### config.mk
export PLATFORM = sky130hd
export DESIGN_NAME = y86_decode_execute_stage
export DESIGN_NICKNAME = d
export VERILOG_FILES = /design/src/rtl/y86_decode_execute_stage.sv
export SDC_FILE = /design/constraint.sdc
export NUM_CORES = 2
export LEC_CHECK = 0
export CAP_MARGIN = 5
export CORE_AREA = 4 4 301 303
export DETAILED_ROUTE_END_ITERATION = 6
export DIE_AREA = 0 0 305 307
export PLACE_DENSITY = 0.67
export SYNTH_ARGS = -nofsm -noshare
export SYNTH_HDL_FRONTEND = slang
export SYNTH_SLANG_ARGS = --single-unit
### constraint.sdc
create_clock -name clk -period 40.6 [get_ports clk]
set_input_delay 8.12 -clock clk [delete_from_list [all_inputs] [get_ports clk]]
set_output_delay 8.12 -clock clk [all_outputs]
set_load 0.005 [all_outputs]
### src/rtl/y86_decode_execute_stage.sv
// Y86-64 D/E pipeline registers with the execute-stage ALU, branch/cmov
// condition evaluation and the condition-code register.
module y86_decode_execute_stage (
  input  logic        clk,
  input  logic        rst,
  input  logic [2:0]  f_stat,
  input  logic [3:0]  f_icode,
  input  logic [3:0]  f_ifun,
  input  logic [3:0]  f_rA,
  input  logic [3:0]  f_rB,
  input  logic [63:0] f_valC,
  input  logic [63:0] f_valP,
  input  logic        d_stall,
  input  logic        d_bubble,
  input  logic        e_bubble,
  input  logic        cc_inhibit,
  input  logic [63:0] rf_valA,
  input  logic [63:0] rf_valB,
  output logic [2:0]  d_stat,
  output logic [3:0]  d_icode,
  output logic [3:0]  d_ifun,
  output logic [3:0]  d_rA,
  output logic [3:0]  d_rB,
  output logic [63:0] d_valC,
  output logic [63:0] d_valP,
  output logic [2:0]  e_stat,
  output logic [3:0]  e_icode,
  output logic [3:0]  e_ifun,
  output logic [3:0]  e_rA,
  output logic [3:0]  e_rB,
  output logic [63:0] e_valC,
  output logic [63:0] e_valA,
  output logic [63:0] e_valB,
  output logic [63:0] e_valP,
  output logic [63:0] e_valE,
  output logic        e_cnd,
  output logic        zf,
  output logic        sf,
  output logic        of
);

  typedef enum logic [3:0] {
    I_HALT  = 4'h0, I_NOP  = 4'h1, I_CMOV = 4'h2, I_IRMOV = 4'h3,
    I_RMMOV = 4'h4, I_MRMOV = 4'h5, I_OP  = 4'h6, I_JXX   = 4'h7,
    I_CALL  = 4'h8, I_RET  = 4'h9, I_PUSH = 4'hA, I_POP   = 4'hB
  } icode_e;

  localparam logic [2:0] STAT_AOK = 3'b001;

  typedef struct packed {
    logic [2:0]  stat;
    logic [3:0]  icode, ifun, rA, rB;
    logic [63:0] valC, valP;
  } dreg_t;

  typedef struct packed {
    logic [2:0]  stat;
    logic [3:0]  icode, ifun, rA, rB;
    logic [63:0] valC, valA, valB, valP;
  } ereg_t;

  localparam dreg_t D_BUBBLE = '{stat: STAT_AOK, icode: I_NOP, ifun: 4'h0,
                                 rA: 4'hF, rB: 4'hF, valC: '0, valP: '0};
  localparam ereg_t E_BUBBLE = '{stat: STAT_AOK, icode: I_NOP, ifun: 4'h0,
                                 rA: 4'hF, rB: 4'hF, valC: '0, valA: '0,
                                 valB: '0, valP: '0};

  dreg_t       r_d;
  ereg_t       r_e;
  logic        r_zf, r_sf, r_of;
  logic [63:0] w_valE;
  logic        w_of;
  logic        w_cnd;
  logic        w_sxo;
  logic        w_cc_we;

  // Stall has priority over bubble on the D register.
  always_ff @(posedge clk or posedge rst) begin
    if (rst) begin
      r_d <= D_BUBBLE;
    end else if (d_stall) begin
      r_d <= r_d;
    end else if (d_bubble) begin
      r_d <= D_BUBBLE;
    end else begin
      r_d <= '{stat: f_stat, icode: f_icode, ifun: f_ifun, rA: f_rA,
               rB: f_rB, valC: f_valC, valP: f_valP};
    end
  end

  always_ff @(posedge clk or posedge rst) begin
    if (rst) begin
      r_e <= E_BUBBLE;
    end else if (e_bubble) begin
      r_e <= E_BUBBLE;
    end else begin
      r_e <= '{stat: r_d.stat, icode: r_d.icode, ifun: r_d.ifun, rA: r_d.rA,
               rB: r_d.rB, valC: r_d.valC, valA: rf_valA, valB: rf_valB,
               valP: r_d.valP};
    end
  end

  always_comb begin
    w_valE = '0;
    w_of   = 1'b0;
    case (r_e.icode)
      I_CMOV:          w_valE = r_e.valA;
      I_IRMOV:         w_valE = r_e.valC;
      I_RMMOV, I_MRMOV: w_valE = r_e.valB + r_e.valC;
      I_OP: begin
        case (r_e.ifun)
          4'h0: begin
            w_valE = r_e.valB + r_e.valA;
            w_of   = (r_e.valA[63] == r_e.valB[63]) && (w_valE[63] != r_e.valB[63]);
          end
          4'h1: begin
            w_valE = r_e.valB - r_e.valA;
            w_of   = (r_e.valA[63] != r_e.valB[63]) && (w_valE[63] != r_e.valB[63]);
          end
          4'h2:    w_valE = r_e.valB & r_e.valA;
          4'h3:    w_valE = r_e.valB ^ r_e.valA;
          default: w_valE = '0;
        endcase
      end
      I_CALL, I_PUSH:  w_valE = r_e.valB - 64'd8;
      I_RET, I_POP:    w_valE = r_e.valB + 64'd8;
      default:         w_valE = '0;
    endcase
  end

  // Conditions use the CC as it stands before this cycle's update.
  always_comb begin
    w_sxo = r_sf ^ r_of;
    w_cnd = 1'b0;
    if (r_e.icode == I_CMOV || r_e.icode == I_JXX) begin
      case (r_e.ifun)
        4'h0:    w_cnd = 1'b1;
        4'h1:    w_cnd = w_sxo | r_zf;
        4'h2:    w_cnd = w_sxo;
        4'h3:    w_cnd = r_zf;
        4'h4:    w_cnd = ~r_zf;
        4'h5:    w_cnd = ~w_sxo;
        4'h6:    w_cnd = ~w_sxo & ~r_zf;
        default: w_cnd = 1'b0;
      endcase
    end
  end

  assign w_cc_we = (r_e.icode == I_OP) && (r_e.stat == STAT_AOK) && !cc_inhibit;

  always_ff @(posedge clk or posedge rst) begin
    if (rst) begin
      r_zf <= 1'b1;
      r_sf <= 1'b0;
      r_of <= 1'b0;
    end else if (w_cc_we) begin
      r_zf <= (w_valE == '0);
      r_sf <= w_valE[63];
      r_of <= w_of;
    end
  end

  assign d_stat  = r_d.stat;
  assign d_icode = r_d.icode;
  assign d_ifun  = r_d.ifun;
  assign d_rA    = r_d.rA;
  assign d_rB    = r_d.rB;
  assign d_valC  = r_d.valC;
  assign d_valP  = r_d.valP;
  assign e_stat  = r_e.stat;
  assign e_icode = r_e.icode;
  assign e_ifun  = r_e.ifun;
  assign e_rA    = r_e.rA;
  assign e_rB    = r_e.rB;
  assign e_valC  = r_e.valC;
  assign e_valA  = r_e.valA;
  assign e_valB  = r_e.valB;
  assign e_valP  = r_e.valP;
  assign e_valE  = w_valE;
  assign e_cnd   = w_cnd;
  assign zf      = r_zf;
  assign sf      = r_sf;
  assign of      = r_of;

endmodule

Word level (Yosys, flattened, before mapping)
Cells that the tools add are included.

word-level totals
  output and inout bits = 490
  flip-flop bits (word level) = 425
  input port bits = 281
  logic and storage cells = 71

cells by class
  add/sub/neg operators = 5
  bitwise logic cells = 7
  reductions and logical operators = 11
  equal/unequal tests = 21
  muxes and demuxes = 8

operators by type and width
  operator                 count
  $pmux W64 S6             1
  $mux W275                1
  $pmux W64 S4             1
  $mux W147                1
  $add A64 B64 Y64         2
  $add A64 B4 Y64 const B  1
  $and A64 B64 Y64         1
  $logic_not A64 Y1        1
  $sub A64 B4 Y64 const B  1
  $sub A64 B64 Y64         1
  $xor A64 B64 Y64         1
  $eq A4 B3 Y1 const B     7
  $eq A4 B2 Y1 const B     4
  $eq A4 B4 Y1 const B     4
  $pmux W1 S7              1
  $reduce_or A2 Y1         3
  $eq A4 B1 Y1 const B     1
  $logic_and A1 B1 Y1      4
  $logic_not A4 Y1         1
  $eq A3 B1 Y1 const B     1
  $ne A1 B1 Y1             3
  $mux W1                  2
  $not A1 Y1               2
  $pmux W1 S2              1
  6 further kinds          6

Logic depth before layout (Yosys ltp)
  depth in word-level cells = 5
  mapped depth = 25
  depth with buffers taken out = 18

Worst setup path after synthesis
No wires, ideal clock.

  kind = register to output
  start point = reg r_e (netlist bit e_icode[0])
  end point = out e_valE[59]
  required time = 32.480 ns
  setup slack = 27.650 ns
  buffers on the path = 5
  data arrival time = 4.830 ns
  cell stages (with the launch flop) = 19
  cell sequence = dfstp_2 > and3b_1 > buf_2 > clkbuf_1 > buf_2 > buf_1 > buf_1 > xnor2_1 > ha_1 > or4_4 > or4_4 > a22oi_4 > nor3_2 > o41ai_4 > a21boi_1 > o22ai_1 > xor2_1 > o221ai_1 > a211o_1

between the ends
  longest elaborated chain between the ends = 3
  elaborated cells on any way between the ends = 13
  those cells by class = eq/ne (9); mux (1); reduce/logical (3)

ends and longest elaborated chain
  what                                          line  source
  from (decl)                                   69    ereg_t r_e;
  from (signal assigned)                        97    r_e <= '{stat: r_d.stat, icode: r_d.icode, ifun: r_d.ifun, rA: r_d.rA,
  $eq A4 B4 Y1 or $eq A4 B3 Y1 (tied branches)  106   case (r_e.icode)
  $reduce_or A2 Y1                              106
  $pmux W64 S6 *                                106
  to (decl)                                     35    output logic [63:0] e_valE,

Every way passes the cells marked *; elsewhere a longest branch is shown, timed or not.

Worst setup path in the final report
  start point = reg r_e (netlist bit e_icode[2])
  end point = out e_valE[56]

Same word-level chain as after synthesis.

==> impl_metrics.env <==
export IMPL_tightest_slew_ns=1.34
export IMPL_final_util=0.507
export IMPL_drc=0
export IMPL_synth_ff_type="dfrtp_1"
export IMPL_wire_per_inst_um=30.8
export IMPL_tritoncts="yes"
export IMPL_slowest_stage="a222oi_1"
export IMPL_seq_power_share=0.350
export IMPL_grt_pass1_vias=36000
export IMPL_whs_endpoint="d_rB[3]"
export IMPL_min_period_ns=14.93
export IMPL_cts_buffer_depth=3
export IMPL_hold_depth=2
export IMPL_ys_ff_latch=425
export IMPL_yosysSeqAreaShare=0.312
export IMPL_crit_buf_inv=4
export IMPL_fill_cells=8527
export IMPL_cts_setup_buffers=0
export IMPL_fin_worst_skew_ns=0.0279
export IMPL_power_density_mw_per_mm2=31.5
export IMPL_maxCapViolations=0
export IMPL_grt_max_degree=153
export IMPL_p_leak_nw=18.3
export IMPL_vdd_drop_max_mv=0.0323
export IMPL_crit_chain="and3b_1, buf_4, inv_2, buf_4, o22ai_1, a22oi_1, and4b_1, o21ai_1, nor4b_1, nor2_1, a21oi_1, xnor2_1, a222oi_1, o211ai_1, a211o_1, clkdlybuf4s50_1"
export IMPL_vias=38500
export IMPL_ys_types=107
export IMPL_first_iter_violations=5777
export IMPL_cts_buffers=50
export IMPL_netlist_area_mm2=0.0342
export IMPL_final_cells=6124
export IMPL_portBuffers=770
export IMPL_clock_fmax_ghz=0.0670
export IMPL_cts_root_buf="clkbuf_16"
export IMPL_pre_cts_ws_ns=26.73
export IMPL_placed_cell_area_mm2=0.0428
export IMPL_dp_hpwl_mm=148
export IMPL_coreArea_mm2=0.0880
export IMPL_synth_edf_count=0
export IMPL_hold_path_class="reg2reg"
export IMPL_wl_mm=189
export IMPL_grt_setup_unrepaired="no"
export IMPL_synth_async_reset_ratio=1.00
export IMPL_worst_path_dominant_cell_family="compound AO/OA/AOI/OAI gates"
export IMPL_holdCritStartpoint="d_rB[3]"
export IMPL_worst_slack_ns=25.67
export IMPL_arrival_ns=6.81
export IMPL_crit_path_end_kind="output port"
export IMPL_start_util=0.389
export IMPL_combPwrFrac=0.306
export IMPL_status="completed"
export IMPL_intPower_mw=0.909
export IMPL_layout_common_cells="clkdlybuf4s50_1 (767), nand2_1 (453), dfrtp_1 (402), o21ai_0 (353), a21oi_1 (324)"
export IMPL_fp_dieH_um=307
export IMPL_rr_worst_depth=19
export IMPL_clk_pin_slew_worst_paths_ns=0.06
export IMPL_cp_common_cell="buf_4"
export IMPL_syn2layout_area_growth_pct=30.5
export IMPL_timing_hold_ws_ns=0.492
export IMPL_max_stage_delay_ns=0.97
export IMPL_syn_inst=4309
export IMPL_slew_viol_final=0
export IMPL_ant_nets=0
export IMPL_critical_path_class="reg2out"
export IMPL_numClockSinks=425
export IMPL_synth_fp_nets=4789
export IMPL_cp_max_fo=61
export IMPL_multi_input_area_mm2=0.0219
export IMPL_io_pins=771
export IMPL_r2r_setup_slack_ns=33.15
export IMPL_vias_per_cell=6.28
export IMPL_cts_resized_gates=0
export IMPL_p_switching_mw=0.495
export IMPL_nets=5389
export IMPL_clk_latency_ns=0.63
export IMPL_pwr_share_clk=0.344
export IMPL_grt_remaining_overflow=0
export IMPL_ff_latch_area_mm2=0.0107
export IMPL_setup_viol=0
export IMPL_std_cell_rows=109
export IMPL_yosys_warnings=0
export IMPL_fp_dieW_um=305
export IMPL_synth_top_cells_by_area="dfrtp_1 (30%), ha_1 (7.2%), nor2b_1 (5.4%)"
export IMPL_synth_top_area_share=0.296
export IMPL_placedCellCount=6022
export IMPL_grt_pass1_wl_mm=263
export IMPL_track_usage=0.381
export IMPL_rr_endpoint="zf"
export IMPL_switching_share=0.352
export IMPL_tns_ns=0
export IMPL_dieArea_mm2=0.0936
export IMPL_hold_viol=0
export IMPL_dr_pass1_iters=7
export IMPL_grt_antenna_before_repair=17
export IMPL_mostFrequentLayoutCell="clkdlybuf4s50_1"
export IMPL_postLayoutCellArea_mm2=0.0446
export IMPL_relSlewSlack=0.100
export IMPL_fin_crit_sh=0.368
export IMPL_startpoint_type="register"
export IMPL_yosysTopAreaCell="dfrtp_1"
export IMPL_crit_required_ns=32.48
export IMPL_rr_startpoint="e_icode[0]"
export IMPL_power_total_mw=1.40
export IMPL_hold_buffers=0
export IMPL_gp_congestion=1.08
export IMPL_avgSynthCellArea_um2=7.94
export IMPL_htreeDepth=2
export IMPL_drive_gt1_frac=0.0537
-- worst max-delay path by stage --
stage,start,end,slack [ns],cells past startpoint
floorplan,rst,d_icode[1],20.68,1
global placement,e_icode[2],e_valE[56],26.74,16
detailed placement,e_icode[2],e_valE[56],26.73,16
CTS,e_icode[2],e_valE[56],26.04,16
global route,e_icode[2],e_valE[56],25.60,16
finish,e_icode[2],e_valE[56],25.67,16
-- layer usage --
metal / share of wire / global-route usage
met5: 0.0013 / 0.00910
met4: 0.044 / 0.140
met3: 0.14 / 0.155
met2: 0.41 / 0.551
met1: 0.40 / 0.510
-- state kept, by name (all words and copies together), names as in the netlist, 64 cells and up --
signal / count
d_valC: 64
d_valP: 64
e_valA: 64
e_valB: 64
e_valC: 64
e_valP: 64
-- cells by family after synthesis --
group	after synthesis	synth area share
buffers and inverters	442	0.0499
adder cells (fa/ha/maj)	201	0.0741
flip-flops	425	0.312
multiplexers	48	0.0148
XOR/XNOR	173	0.0443
AND/OR/NAND/NOR	1737	0.262
AO/OA/AOI/OAI	1283	0.243
-- synthesized netlist by cell type, types with 20 or more instances --
cell type and n:
clkbuf_1 252, a222oi_1 32, a221oi_1 26, a211oi_1 32
xor2_1 49, or2_2 24, nor3_1 112, nand4_1 77
a21o_1 48, nand2_1 455, o211ai_1 54, or3_1 34
inv_1 140, nor4_1 66, a31oi_1 42, a21oi_1 324
nor2_1 283, dfrtp_1 404, mux2i_1 39, ha_1 196
nand3_1 104, o21ai_0 353, o21bai_1 29, nor2b_1 295
o221ai_1 31, o21ai_1 20, o31ai_1 49, buf_1 20
dfstp_2 21, a211o_1 22, o21a_1 26, nand2b_1 162
a22oi_1 28, xnor2_1 124
-- cell type report --
cell class	instances	area share
inverter	146	0.0124
clock buffer	78	0.0342
multi-input combinational	3442	0.490
antenna	9	0.000505
sequential	425	0.239
timing repair buffer	844	0.186
tap	1165	0.0327
clock inverter	15	0.00530
-- worst min-delay path, stage by stage, from the launching register on --
cell and delay, ns:
dfstp_2 0.38, nand2_1 0.05, o21ai_0 0.06
-- power by group through the flow --
stage / combinational (mW) / sequential [mW] / clock (mW)
after floorplan: 0.216 / 0.480 / 0
after global placement: 0.415 / 0.495 / 0
after detailed placement: 0.413 / 0.496 / 0
after CTS: 0.415 / 0.489 / 0.491
after global routing: 0.451 / 0.493 / 0.508
final: 0.430 / 0.491 / 0.484
No activity file was read; power rests on OpenSTA's default activity.
